==> config.mk <==
export PLATFORM = sky130hd
export DESIGN_NAME = paula_ipl_responder
export DESIGN_NICKNAME = d
export VERILOG_FILES = /design/src/rtl/paula_ipl_responder.sv
export SDC_FILE = /design/constraint.sdc
export NUM_CORES = 1
export LEC_CHECK = 0
export CORE_MARGIN = 2
export CORE_UTILIZATION = 40
export DETAILED_ROUTE_END_ITERATION = 8
export GPL_ROUTABILITY_DRIVEN = 1
export PLACE_DENSITY = 0.77
export SLEW_MARGIN = 25
export SYNTH_ARGS = -nofsm -noshare
export SYNTH_HDL_FRONTEND = slang
export SYNTH_SLANG_ARGS = --single-unit
==> constraint.sdc <==
create_clock -name clk -period 1.7 [get_ports clk]
set_input_delay 0.34 -clock clk [delete_from_list [all_inputs] [get_ports clk]]
set_output_delay 0.34 -clock clk [all_outputs]
set_load 0.05 [all_outputs]
==> src/rtl/paula_ipl_responder.sv <==
// paula_ipl_responder: filters the active-low IPL lines, detects NMI edges and
// runs the interrupt-acknowledge handshake towards the CPU bus sequencer.
module paula_ipl_responder (
  input  logic       clk,
  input  logic       _reset,
  input  logic       clk7_en,
  input  logic [2:0] _ipl,
  input  logic [2:0] ipl_mask,
  input  logic       cpu_ready,
  input  logic       iack_ack,
  input  logic       iack_berr,
  output logic       iack_req,
  output logic [2:0] iack_level,
  output logic       int_taken,
  output logic [7:0] vector,
  output logic [2:0] new_mask,
  output logic [2:0] ipl_level
);

  typedef enum logic [1:0] {
    S_IDLE = 2'd0,
    S_PEND = 2'd1,
    S_ACK  = 2'd2,
    S_DONE = 2'd3
  } state_t;

  localparam logic [7:0] VEC_BASE = 8'h18;

  state_t     state;
  state_t     state_nxt;
  logic [2:0] smp;
  logic [2:0] ipl_req;
  logic       level_stable;
  logic       nmi_edge;
  logic       nmi_set;
  logic       nmi_clr;
  logic       pending;

  assign ipl_req      = ~_ipl;
  assign level_stable = (ipl_req == smp);
  assign pending      = (ipl_level > ipl_mask) | nmi_edge;

  // A new level is only accepted when it is about to be committed and differs
  // from the current filtered level, so the edge is seen exactly once.
  assign nmi_set = level_stable && (smp == 3'd7) && (ipl_level != 3'd7);
  assign nmi_clr = (state == S_DONE) && (iack_level == 3'd7);

  // Two-sample glitch filter on the inverted IPL lines.
  always_ff @(posedge clk or negedge _reset) begin
    if (!_reset) begin
      smp       <= '0;
      ipl_level <= '0;
    end else if (clk7_en) begin
      smp <= ipl_req;
      if (level_stable) begin
        ipl_level <= smp;
      end
    end
  end

  // Level-7 edge latch; a fresh edge wins over a simultaneous clear.
  always_ff @(posedge clk or negedge _reset) begin
    if (!_reset) begin
      nmi_edge <= 1'b0;
    end else if (clk7_en) begin
      if (nmi_set) begin
        nmi_edge <= 1'b1;
      end else if (nmi_clr) begin
        nmi_edge <= 1'b0;
      end
    end
  end

  // Handshake state register.
  always_ff @(posedge clk or negedge _reset) begin
    if (!_reset) begin
      state <= S_IDLE;
    end else if (clk7_en) begin
      state <= state_nxt;
    end
  end

  // Next-state decode.
  always_comb begin
    state_nxt = state;
    case (state)
      S_IDLE: begin
        if (pending) begin
          state_nxt = S_PEND;
        end
      end
      S_PEND: begin
        if (!pending) begin
          state_nxt = S_IDLE;
        end else if (cpu_ready) begin
          state_nxt = S_ACK;
        end
      end
      S_ACK: begin
        if (iack_berr || iack_ack) begin
          state_nxt = S_DONE;
        end
      end
      S_DONE: begin
        state_nxt = S_IDLE;
      end
      default: begin
        state_nxt = S_IDLE;
      end
    endcase
  end

  // Registered handshake outputs, updated from the state being left so that
  // iack_req falls on the same edge where int_taken rises.
  always_ff @(posedge clk or negedge _reset) begin
    if (!_reset) begin
      iack_req   <= 1'b0;
      iack_level <= '0;
      int_taken  <= 1'b0;
      vector     <= '0;
      new_mask   <= '0;
    end else if (clk7_en) begin
      int_taken <= 1'b0;
      case (state)
        S_PEND: begin
          if (pending && cpu_ready) begin
            iack_req   <= 1'b1;
            iack_level <= nmi_edge ? 3'd7 : ipl_level;
          end
        end
        S_ACK: begin
          if (iack_berr) begin
            vector <= VEC_BASE;
          end else if (iack_ack) begin
            vector <= VEC_BASE + {5'b00000, iack_level};
          end
        end
        S_DONE: begin
          iack_req  <= 1'b0;
          int_taken <= 1'b1;
          new_mask  <= iack_level;
        end
        default: begin
        end
      endcase
    end
  end

endmodule

* Word level (Yosys, flattened, before mapping) *
Cells that the tools add are included.

word-level totals
  register bits = 25
  latch bits = 0
  bits in writable memories = 0
  memory bits (read-only) = 0
  output and inout bits = 19
  word-level logic and storage cells = 53
  memories = 0

operators by class
  add/subtract/negate cells = 1
  $mul = 0
  divide/modulo/power cells = 0
  magnitude comparators = 1
  eq/ne operators = 11
  shift-type cells = 0
  mux-type cells = 13
  bitwise gates (word level) = 2
  reductions and logical operators = 16

operators by type and width
  cell                                            number
  2-to-1 mux 8 bit                                2
  AND reduction 3 bit                             3
  2-to-1 mux 2 bit                                4
  case mux 2 bit (4 select lines)                 1
  adder 5 x 3 -> 6 bit (first input constant)     1
  == test 3 bit (second input constant)           2
  inequality test 2 bit (second input constant)   3
  inequality test 3 bit (second input constant)   2
  AND reduction 2 bit                             3
  nonzero test 2 bit                              3
  == test 2 bit (second input constant)           2
  logical AND 1 bit                               4
  2-to-1 mux 1 bit                                4
  AND reduction 4 bit                             1
  == test 3 bit                                   1
  > comparator 3 bit                              1
  2-to-1 mux 3 bit                                1
  inverter 3 bit                                  1
  == test 2 x 1 -> 1 bit (second input constant)  1
  zero test 2 bit                                 1
  case mux 1 bit (2 select lines)                 1
  logical OR 1 bit                                1
  OR 1 bit                                        1

* Longest topological paths before layout *
Gate-level depths: netlist of run 1.

  word-level depth = 6
  mapped depth = 6
  gate-level depth less buffers = 6

* Worst setup path before layout of run 1 *
No wires, ideal clock.

  path type = reg-to-reg
  from = register ipl_level[1]
  to = register iack_level[0]
  data arrival time = 1.864 ns
  setup slack = -0.243 ns
  stages on the path, launching flop included = 6
  clock period less this slack = 1.943 ns
  cell sequence = dfrtp_1 > ha_1 > and4b_1 > a211o_1 > nor3_4 > mux2i_1

between the ends
  word-level cells in the longest chain between the ends = 4

RTL lines
  what                           RTL line  text
  start, declared                17        output logic [2:0] ipl_level
  start signal, assigned         56        ipl_level <= smp;
  > comparator 3 bit             41        assign pending = (ipl_level > ipl_mask) | nmi_edge;
  OR 1 bit                       41
  logical AND 1 bit              126       if (pending && cpu_ready) begin
  AND reduction 3 bit (no line)  --
  end signal, assigned           128       iack_level <= nmi_edge ? 3'd7 : ipl_level;
  end, declared                  13        output logic [2:0] iack_level,

Every way passes these cells.
A chain may end at the register's enable or synchronous reset.

* Worst setup path after layout of run 1 *
  from = register ipl_level[2]
  to = register iack_req

between the ends
  word-level cells in the longest chain between the ends = 5

RTL lines
  what                             RTL line  text
  > comparator 3 bit               41
  OR 1 bit                         41
  logical AND 1 bit                126
  inequality test 2 bit (no line)  --
  AND reduction 3 bit (no line)    --
  end signal, assigned             117       iack_req <= 1'b0;
  end signal, assigned             127       iack_req <= 1'b1;
  end signal, assigned             139       iack_req <= 1'b0;
  end, declared                    12        output logic iack_req,

Every way passes these cells.

==> summary.md, run 1 <==
| Metric | Value |
|---|---|
| Run status | `finished, violations left` |
| Failing checks | `negative setup slack` |
| Clk slew on worst S/H paths | `0.11 ns` |
| Cts bufs inserted | `3` |
| Maximum root-to-sink buffer count | `2` |
| Crit path max-delay family | `flip-flops` |
| Cts hold-fix bufs | `0` |
| DR iter-0 viols | `15` |
| Sequential-to-total area share from yosys stat | `53.0%` |
| Worst Hold Class | `input port to async pin` |
| Yosys cell types | `24` |
| Area delta synth->final | `43.7%` |
| # IOs | `31` |
| Critical Path AT | `1.95 ns` |
| Final setup violation count | `4` |
| Crit. End Element | `flop` |
| Design area | `1420 sq um` |
| Vias in the first global route | `777` |
| Mapped Area | `991 sq um` |
| Layout Nets | `155` |
| WL/cell | `12.6 um` |
| Core ar. | `2410 sq um` |
| Final min period | `1.71 ns` |
| PnR worst setup slack | `-0.0115 ns` |
| Layout cells sized above 1 | `36.0%` |
| PortBufs | `27` |
| #FFs+latches synth | `21` |
| MaxCap Viol Count | `0` |
| Power after layout | `2.66 mW` |
| Vias post-DR | `813` |
| Final slew viol count | `0` |
| Post-DP Area | `1340 sq um` |
| Synthesis Warnings | `0` |
| Fin crit share | `101%` |
| Post-DP HPWL | `1650 um` |
| CP Cell Sequence | `ha_4, buf_6, nor3_2, a211o_1, nor3_4, buf_4, a21o_1` |
| P_leak | `0.700 nW` |
| Pre-antenna DRT Iters | `3` |
| Hold Slack | `0.375 ns` |
| Fillers | `212` |
| CTS tree | `built` |
| # DRC | `0` |
| CTS Sinks | `21` |
| Remaining global-route overflow | `0` |
| Setup CP Type | `flop to flop` |
| Dpl ws | `-0.459 ns` |
| Initial Util | `41.1%` |
| CP max stage delay | `0.45 ns` |
| Post-Synthesis Cells | `95` |
| CTS H-Tree Depth | `1` |
| RSZ-0062 raised after global routing | `true` |
| Antenna Cells | `0` |
| Largest net degree at the start of global routing | `22` |
| PD cells | `1870 nW/um^2` |
| Die Height | `53.8 um` |
| Remaining antenna violation count after routing | `0` |
| Root Buffer | `clkbuf_4` |
| Buf+Inv Stages, Crit Path | `2` |
| Die Area | `2890 sq um` |
| First-pass GRT wire length | `3440 um` |
| Via-per-instance ratio | `4.81` |
| Final wirelength | `2130 um` |
| GP Congestion | `0.714` |
| Required time of the critical path | `1.94 ns` |
| # rows | `18` |
| Worst skew pair latency | `0.29 ns` |
| Startpoint Class | `flop` |
| Hold Fails Final Rpt | `0` |
| Antenna violations before repair | `0` |
| GRT Util Overall | `16.8%` |
| Peak supply drop | `0.913 mV` |
| Utilization after layout | `59.1%` |
| Clock Skews | `0.00273 ns` |
| Fmax | `584 MHz` |
| Slowest CP cell | `dfrtp_2` |
| Die width | `53.8 um` |
| Synthesized area per cell | `10.4 sq um` |
| CP Max Fanout | `5` |
-- worst paths after layout --
path | startpoint | endpoint | slack [ns] | cells past startpoint
setup / recovery | ipl_level[2]$_DFFE_PN0P_ | iack_req$_DFFE_PN0P_ | -0.01 | 7
hold / removal | _reset | new_mask[0]$_DFFE_PN0P_ | 0.37 | 2
setup reg to reg | ipl_level[2]$_DFFE_PN0P_ | iack_req$_DFFE_PN0P_ | -0.01 | 7
hold reg to reg | new_mask[2]$_DFFE_PN0P_ | new_mask[2]$_DFFE_PN0P_ | 0.49 | 2
max in group asynchronous | _reset | ipl_level[1]$_DFFE_PN0P_ | 1.10 | 2
min in group clk | new_mask[2]$_DFFE_PN0P_ | new_mask[2]$_DFFE_PN0P_ | 0.49 | 2
-- power by group --
group | switching, mW | internal [mW] | total, mW
Clock | 0.141 | 0.0912 | 0.232
Sequential | 0.159 | 0.699 | 0.858
Combinational | 0.998 | 0.571 | 1.57
-- layout make-up --
cell class	instances	area [sq um]	area share [%]
repair buffers	43	350	24.6
clock buffers	4	26.3	1.85
well taps	30	37.5	2.64
flip-flops and latches	21	529	37.2
inverters	10	37.5	2.64
multi-input cells	61	443	31.1
-- kinds of logic after synthesis --
logic type	count (synthesis)	share of synthesized area, %
simple gates	29	14.6
flops	21	53.0
buf+inv	15	7.32
compound gates	14	8.59
mux	9	9.60
fa+ha+maj	3	3.79
xor+xnor	3	2.65
other cells	1	0.378
-- sequential cells by signal, summed over array words and instances (netlist names), named ones only --
name        cells
iack_level      3
smp             3
nmi_edge        1
int_taken       1
new_mask        3
state           1
vector          4
ipl_level       3
iack_req        1
-- stage by stage --
stage,std cells,TNS [ns]
finish,169,-0.0183
global route,169,-0.470
CTS,167,-0.207
detailed placement,161,-2.50
global placement,161,-2.06
floorplan,97,-0.234
-- routing by layer --
layer | routed length, um | track usage, %
met3 | 82 | 2.50
met2 | 1120 | 29.1
met1 | 884 | 20.4
met5 | 0 | 0
met4 | 42 | 7.69
-- cell usage in the layout, fill, tap and decap left out, drive strengths merged, types with 5 or more instances in the layout --
cell type / instances
buf: 32
clkdlybuf4s50: 8
dfrtp: 21
inv: 10
mux2i: 5
nand2: 10
nor2: 7
o21ai: 8
-- timing repair --
action	CTS	global route
pin swaps	5	4
gates cloned	0	0
gates resized for setup	7	2
setup buffers	2	2
setup endpoints to repair	5	6
-- Yosys cell counts, drive strengths merged --
cell type | count | area [sq um]
xor2 | 3 | 26.3
buf | 5 | 35.0
and4b | 1 | 10.0
nand2 | 10 | 37.5
inv | 10 | 37.5
a21o | 2 | 15.0
a211o | 1 | 8.76
dfrtp | 21 | 526
conb | 1 | 3.75
nor2 | 7 | 26.3
mux2 | 4 | 45.0
or2 | 1 | 6.26
ha | 3 | 37.5
o41ai | 1 | 8.76
nand3 | 3 | 15.0
o31ai | 1 | 7.51
nor3 | 4 | 31.3
mux2i | 5 | 50.1
nand4 | 2 | 12.5
o21ai | 8 | 40.0
nand2b | 1 | 6.26
a21oi | 1 | 5.00
Note: power is estimated with default switching activity, not from simulation.
==> inputs of run 2 (changes only) <==
--- a/config.mk
+++ b/config.mk
@@ -5,11 +5,14 @@
 export SDC_FILE = /design/constraint.sdc
 export NUM_CORES = 1
 export LEC_CHECK = 0
+export CELL_PAD_IN_SITES_DETAIL_PLACEMENT = 0
+export CELL_PAD_IN_SITES_GLOBAL_PLACEMENT = 1
+export CORE_ASPECT_RATIO = 0.6
 export CORE_MARGIN = 2
-export CORE_UTILIZATION = 40
+export CORE_UTILIZATION = 31
 export DETAILED_ROUTE_END_ITERATION = 8
 export GPL_ROUTABILITY_DRIVEN = 1
-export PLACE_DENSITY = 0.77
+export PLACE_DENSITY = 0.78
 export SLEW_MARGIN = 25
 export SYNTH_ARGS = -nofsm -noshare
 export SYNTH_HDL_FRONTEND = slang
==> run 2 against run 1 <==
  * The flow now finishes without violations
  * Via count shrank 4.1%
  * Sequential share of layout area is 0.58 points lower
  * Clock skew is 0.0019 ns lower
  * Sequential cell count stayed put
  * Routed wire length up 2.3%
  * Total power up 3.2%
  * Non-clock buffer count decreased by 2
==> summary.md, run 2 (same netlist as run 1, synthesis figures left out) <==
| Metric | Value |
|---|---|
| Antenna Cells | `0 (unchanged)` |
| DR iter-0 viols | `41 (+26)` |
| Die width | `77.0 um (+43%)` |
| Layout cells sized above 1 | `34.3% (-1.7 points)` |
| Remaining antenna violation count after routing | `0 (unchanged)` |
| Most common cell after layout, fill and taps aside | `buf_4` |
| Largest register FFs | `4 (unchanged)` |
| Fin crit share | `99.1% (-1.6 points)` |
| Post-route non-filler standard cell count | `179 (+5.9%)` |
| Root Buffer | `clkbuf_8` |
| GRT Util Overall | `13.0% (-3.8 points)` |
| Commonest non-fill, non-tap cells in the layout | `buf_4, dfrtp_1, nand2_1` |
| Crit. End Element | `flop` |
| PnR worst setup slack | `0.0150 ns (+0.0265 ns)` |
| Vias post-DR | `780 (-4.1%)` |
| Setup CP Type | `flop to flop` |
| WL/cell | `12.2 um (-3.4%)` |
| Largest net degree at the start of global routing | `22 (unchanged)` |
| Remaining global-route overflow | `0 (unchanged)` |
| Worst skew pair latency | `0.25 ns (-0.04 ns)` |
| Core ar. | `2970 sq um (+23%)` |
| # rows | `15 (-3)` |
| Clk slew on worst S/H paths | `0.07 ns (-0.04 ns)` |
| P_leak | `0.699 nW (-0.23%)` |
| Required time of the critical path | `1.88 ns (-0.06 ns)` |
| Initial Util | `33.4% (-7.7 points)` |
| Dpl ws | `-0.485 ns (-0.0261 ns)` |
| Clock Skews | `0.000789 ns (-0.00194 ns)` |
| PortBufs | `27 (unchanged)` |
| Hold Slack | `0.427 ns (+0.0517 ns)` |
| Area delta synth->final | `46.0%` |
| Startpoint Class | `flop` |
| Pre-antenna DRT Iters | `4 (+1)` |
| Run status | `complete, no violations` |
| CTS Sinks | `21 (unchanged)` |
| Final wirelength | `2180 um (+2.3%)` |
| Maximum root-to-sink buffer count | `2 (unchanged)` |
| CP Max Fanout | `5 (unchanged)` |
| PD cells | `1900 nW/um^2 (+1.6%)` |
| Peak supply drop | `0.712 mV (-22%)` |
| Antenna violations before repair | `0 (unchanged)` |
| Cts bufs inserted | `3 (unchanged)` |
| Placed cell count | `172 (+6.8%)` |
| Worst Hold Class | `input port to async pin` |
| Cts hold-fix bufs | `0 (unchanged)` |
| Hold Fails Final Rpt | `0 (unchanged)` |
| Die Height | `47.8 um (-11%)` |
| Utilization after layout | `48.8% (-10 points)` |
| Critical Path AT | `1.86 ns (-0.09 ns)` |
| # DRC | `0 (unchanged)` |
| First-pass GRT wire length | `3580 um (+4.2%)` |
| CTS H-Tree Depth | `1 (unchanged)` |
| GP Congestion | `0.820 (+15%)` |
| MaxCap Viol Count | `0 (unchanged)` |
| Final setup violation count | `0 (-4)` |
| # IOs | `31 (unchanged)` |
| Post-DP HPWL | `1720 um (+4.7%)` |
| Final slew viol count | `0 (unchanged)` |
| CTS tree | `built` |
| Via-per-instance ratio | `4.36 (-9.4%)` |
| Largest Register | `vector` |
| Layout Nets | `153 (-1.3%)` |
| Die Area | `3680 sq um (+27%)` |
| Fmax | `593 MHz (+1.6%)` |
| Vias in the first global route | `788 (+1.4%)` |
| Final min period | `1.69 ns (-0.0265 ns)` |
| RSZ-0062 raised after global routing | `true` |
[run 2: routing by layer]
layer | vias to the layer above | routed length (um) | global-route usage [%]
met1 | 362 | 1130 | 17.5
met2 | 22 | 919 | 20.9
met5 | - | 0 | 0
li1 | 396 | - | -
met3 | 0 | 127 | 5.09
met4 | 0 | 0 | 2.14
[run 2: layout make-up]
| cell class | count | area (sq um) |
|---|---|---|
| Tap cell | 42 | 52.6 |
| Timing Repair Buffer | 41 | 344 |
| Sequential cell | 21 | 529 |
| Multi-Input combinational cell | 61 | 438 |
| Clock buffer | 4 | 45.0 |
| Fill cell | 294 | 1520 |
| Inverter | 10 | 37.5 |
[run 2: what timing repair did]
item                                    in CTS  in global routing
buffers inserted                             3                  0
resized for setup                            7                  0
pin swaps                                    5                  4
endpoints found under the setup margin       6                  6
[run 2: report_power, final]
part	switching (mW)	internal [mW]	total, mW
clock network	0.155	0.167	0.321
logic	1.00	0.569	1.57
registers	0.152	0.701	0.852
[run 2: per-stage QoR]
step	cell area (sq um)	total power [mW]	TNS (ns)
floorplan	1010	1.85	-0.234
global placement	1360	2.36	-2.30
detailed placement	1360	2.38	-2.58
CTS	1450	2.78	-0.249
global route	1450	2.92	-0.222
finish	1450	2.75	0
[run 2: path summary, 6_finish.rpt]
kind,startpoint,endpoint,slack [ns],cells after the start
min in group clk,new_mask[0]$_DFFE_PN0P_,new_mask[0]$_DFFE_PN0P_,0.49,2
min,_reset,iack_level[1]$_DFFE_PN0P_,0.43,2
max,ipl_level[1]$_DFFE_PN0P_,iack_level[1]$_DFFE_PN0P_,0.01,5
max reg2reg,ipl_level[1]$_DFFE_PN0P_,iack_level[1]$_DFFE_PN0P_,0.01,5
min reg2reg,new_mask[0]$_DFFE_PN0P_,new_mask[0]$_DFFE_PN0P_,0.49,2
max in group asynchronous,_reset,ipl_level[1]$_DFFE_PN0P_,1.04,2
[run 2: worst max-delay path: stages, from the launching register on]
cell	delay, ns
dfrtp_2	0.43
ha_4	0.22
and4b_1	0.20
a211o_1	0.27
nor3_4	0.25
mux2i_1	0.24
==> inputs of run 3 (changes only) <==
--- a/config.mk
+++ b/config.mk
@@ -12,6 +12,7 @@
 export CORE_UTILIZATION = 31
 export DETAILED_ROUTE_END_ITERATION = 8
 export GPL_ROUTABILITY_DRIVEN = 1
+export GPL_TIMING_DRIVEN = 0
 export PLACE_DENSITY = 0.78
 export SLEW_MARGIN = 25
 export SYNTH_ARGS = -nofsm -noshare
==> run 3 against run 2 <==
  * The flow now finishes with violations (negative setup slack)
  * Clock-buffer cell count stayed put
  * Non-clock buffer count is the same
  * Register-to-register slack got worse by 0.03 ns
  * Utilization is 0.21 points higher
==> summary.md, run 3 (same netlist as run 1, synthesis figures left out) <==
| Metric | Value |
|---|---|
| Clock Skews | `0.00182 ns (+0.00103 ns)` |
| Required time of the critical path | `1.89 ns (about the same)` |
| Final slew viol count | `0 (unchanged)` |
| # IOs | `31 (unchanged)` |
| GRT Util Overall | `12.9% (-0.18 points)` |
| Failing checks | `negative setup slack` |
| Initial Util | `33.4% (unchanged)` |
| # rows | `15 (unchanged)` |
| # DRC | `0 (unchanged)` |
| Worst skew pair latency | `0.25 ns (about the same)` |
| CTS H-Tree Depth | `1 (unchanged)` |
| Commonest non-fill, non-tap cells in the layout | `dfrtp_1, dlygate4sd2_1, buf_4` |
| CTS Sinks | `21 (unchanged)` |
| Clk slew on worst S/H paths | `0.07 ns (about the same)` |
| Reg2reg end | `iack_req$_DFFE_PN0P_` |
| Setup TNS | `-0.0705 ns (-0.0705 ns)` |
| Crit path max-delay family | `flip-flops` |
| First-pass GRT wire length | `3630 um (+1.3%)` |
| Layout Nets | `153 (unchanged)` |
| Crit. End Element | `flop` |
| Die Area | `3680 sq um (unchanged)` |
| MaxCap Viol Count | `0 (unchanged)` |
| PD cells | `1870 nW/um^2 (-1.6%)` |
| Vias post-DR | `790 (+1.3%)` |
| WL/cell | `11.8 um (-3.3%)` |
| Hold Fails Final Rpt | `0 (unchanged)` |
| Remaining global-route overflow | `0 (unchanged)` |
| Largest net degree at the start of global routing | `22 (unchanged)` |
| Vias in the first global route | `766 (-2.8%)` |
| Utilization after layout | `49.0% (+0.21 points)` |
| Final wirelength | `2110 um (-3.3%)` |
| Layout cells sized above 1 | `26.3% (-8.0 points)` |
| Root Buffer | `clkbuf_8` |
| Dpl ws | `-0.503 ns (-0.0178 ns)` |
| Core ar. | `2970 sq um (unchanged)` |
| Pre-antenna DRT Iters | `4 (unchanged)` |
| CP Cell Sequence | `ha_4, and4b_1, a211o_1, nor3_4, buf_4, a21o_1` |
| PnR worst setup slack | `-0.0192 ns (-0.0342 ns)` |
| Maximum root-to-sink buffer count | `2 (unchanged)` |
| Die Height | `47.8 um (unchanged)` |
| Peak supply drop | `0.600 mV (-16%)` |
| Buf+Inv Stages, Crit Path | `1 (+1)` |
| RSZ-0062 raised after global routing | `true` |
| Area delta synth->final | `46.6%` |
| Final min period | `1.72 ns (+0.0342 ns)` |
| Fin crit share | `101% (+2.0 points)` |
| Largest Register | `vector` |
| CP Max Fanout | `5 (unchanged)` |
| DR iter-0 viols | `28 (-32%)` |
| Fmax | `582 MHz (-2.0%)` |
| Post-DP HPWL | `1600 um (-6.9%)` |
| Cts bufs inserted | `3 (unchanged)` |
| GP Congestion | `0.781 (-4.8%)` |
| Setup CP Type | `flop to flop` |
| Antenna violations before repair | `0 (unchanged)` |
| PortBufs | `26 (-3.7%)` |
| Critical Path AT | `1.91 ns (+0.05 ns)` |
| Remaining antenna violation count after routing | `0 (unchanged)` |
| Reg2reg start | `ipl_level[1]$_DFFE_PN0P_` |
| Startpoint Class | `flop` |
| Register-to-Register Path Depth | `6 (+1)` |
| Run status | `finished, violations left` |
| Die width | `77.0 um (unchanged)` |
| Worst Hold Class | `input port to async pin` |
| Final setup violation count | `5 (+5)` |
| P_leak | `0.713 nW (+2.1%)` |
| R2r setup slk | `-0.02 ns (-0.03 ns)` |
| CTS tree | `built` |
| Via-per-instance ratio | `4.41 (+1.3%)` |
| Slowest CP cell | `dfrtp_2` |
| Antenna Cells | `0 (unchanged)` |
| CP max stage delay | `0.45 ns (+0.02 ns)` |
| Largest register FFs | `4 (unchanged)` |
run 3: cell count changes in the layout (fill, tap and decap cells not counted):
cell and change:
buf_12 -1, buf_2 +2, buf_4 -14, clkdlybuf4s50_1 -2, dlygate4sd2_1 +15, nor3_1 -1, nor3_2 +1, o31ai_1 -1
o31ai_2 +1
run 3: worst register-to-register path, stage by stage (launching register included):
cell and delay [ns]:
dfrtp_2 0.45, ha_4 0.25, and4b_1 0.17, a211o_1 0.28
nor3_4 0.27, buf_4 0.17, a21o_1 0.07
run 3: per-stage QoR:
step / instance area (sq um) / hold WS [ns] / std cells / total power, mW
after floorplan: 1010 / 0.0444 / 97 / 1.85
after global placement: 1330 / 0.459 / 165 / 2.31
after detailed placement: 1330 / 0.472 / 165 / 2.35
after CTS: 1420 / 0.404 / 174 / 2.64
after global routing: 1450 / 0.0662 / 179 / 2.90
final: 1450 / 0.0362 / 179 / 2.71
run 3: layer usage:
layer	up-vias	wire length (um)	global-route usage [%]
li1	400	-	-
met4	0	0	2.14
met3	0	121	3.77
met2	18	967	21.4
met5	-	0	0
met1	372	1020	17.5
run 3: cell type report:
| cell class | count | area (sq um) |
|---|---|---|
| plain buffers | 5 | 35.0 |
| clock buffers | 4 | 45.0 |
| fillers | 322 | 1510 |
| inverters | 10 | 37.5 |
| multi-input cells | 61 | 448 |
| flip-flops and latches | 21 | 529 |
| well taps | 42 | 52.6 |
| repair buffers | 36 | 305 |
run 3: worst max path at each step:
stage	startpoint	to	slack (ns)	cells past startpoint
floorplan	ipl_level[0]$_DFFE_PN0P_	iack_level[0]$_DFFE_PN0P_	-0.08	6
global placement	ipl_mask[2]	iack_level[2]$_DFFE_PN0P_	-0.46	7
detailed placement	ipl_mask[2]	iack_level[1]$_DFFE_PN0P_	-0.50	7
CTS	ipl_level[0]$_DFFE_PN0P_	flop	-0.13	7
global route	ipl_level[1]$_DFFE_PN0P_	iack_level[2]$_DFFE_PN0P_	-0.11	5
finish	ipl_level[1]$_DFFE_PN0P_	iack_req$_DFFE_PN0P_	-0.02	6
run 3: what timing repair did:
item | CTS | global route
hold buffers | 0 | 0
endpoints found under the hold margin | 0 | 0
endpoints found under the setup margin | 24 | 6
gates resized for setup | 24 | 2
pin swaps | 5 | 6
buffers inserted | 5 | 5
run 3: where the power goes:
group          internal [mW]  switching, mW  total, mW
logic                  0.548          0.995       1.54
clock network          0.166          0.142      0.308
registers              0.701          0.161      0.861
total                   1.41           1.30       2.71
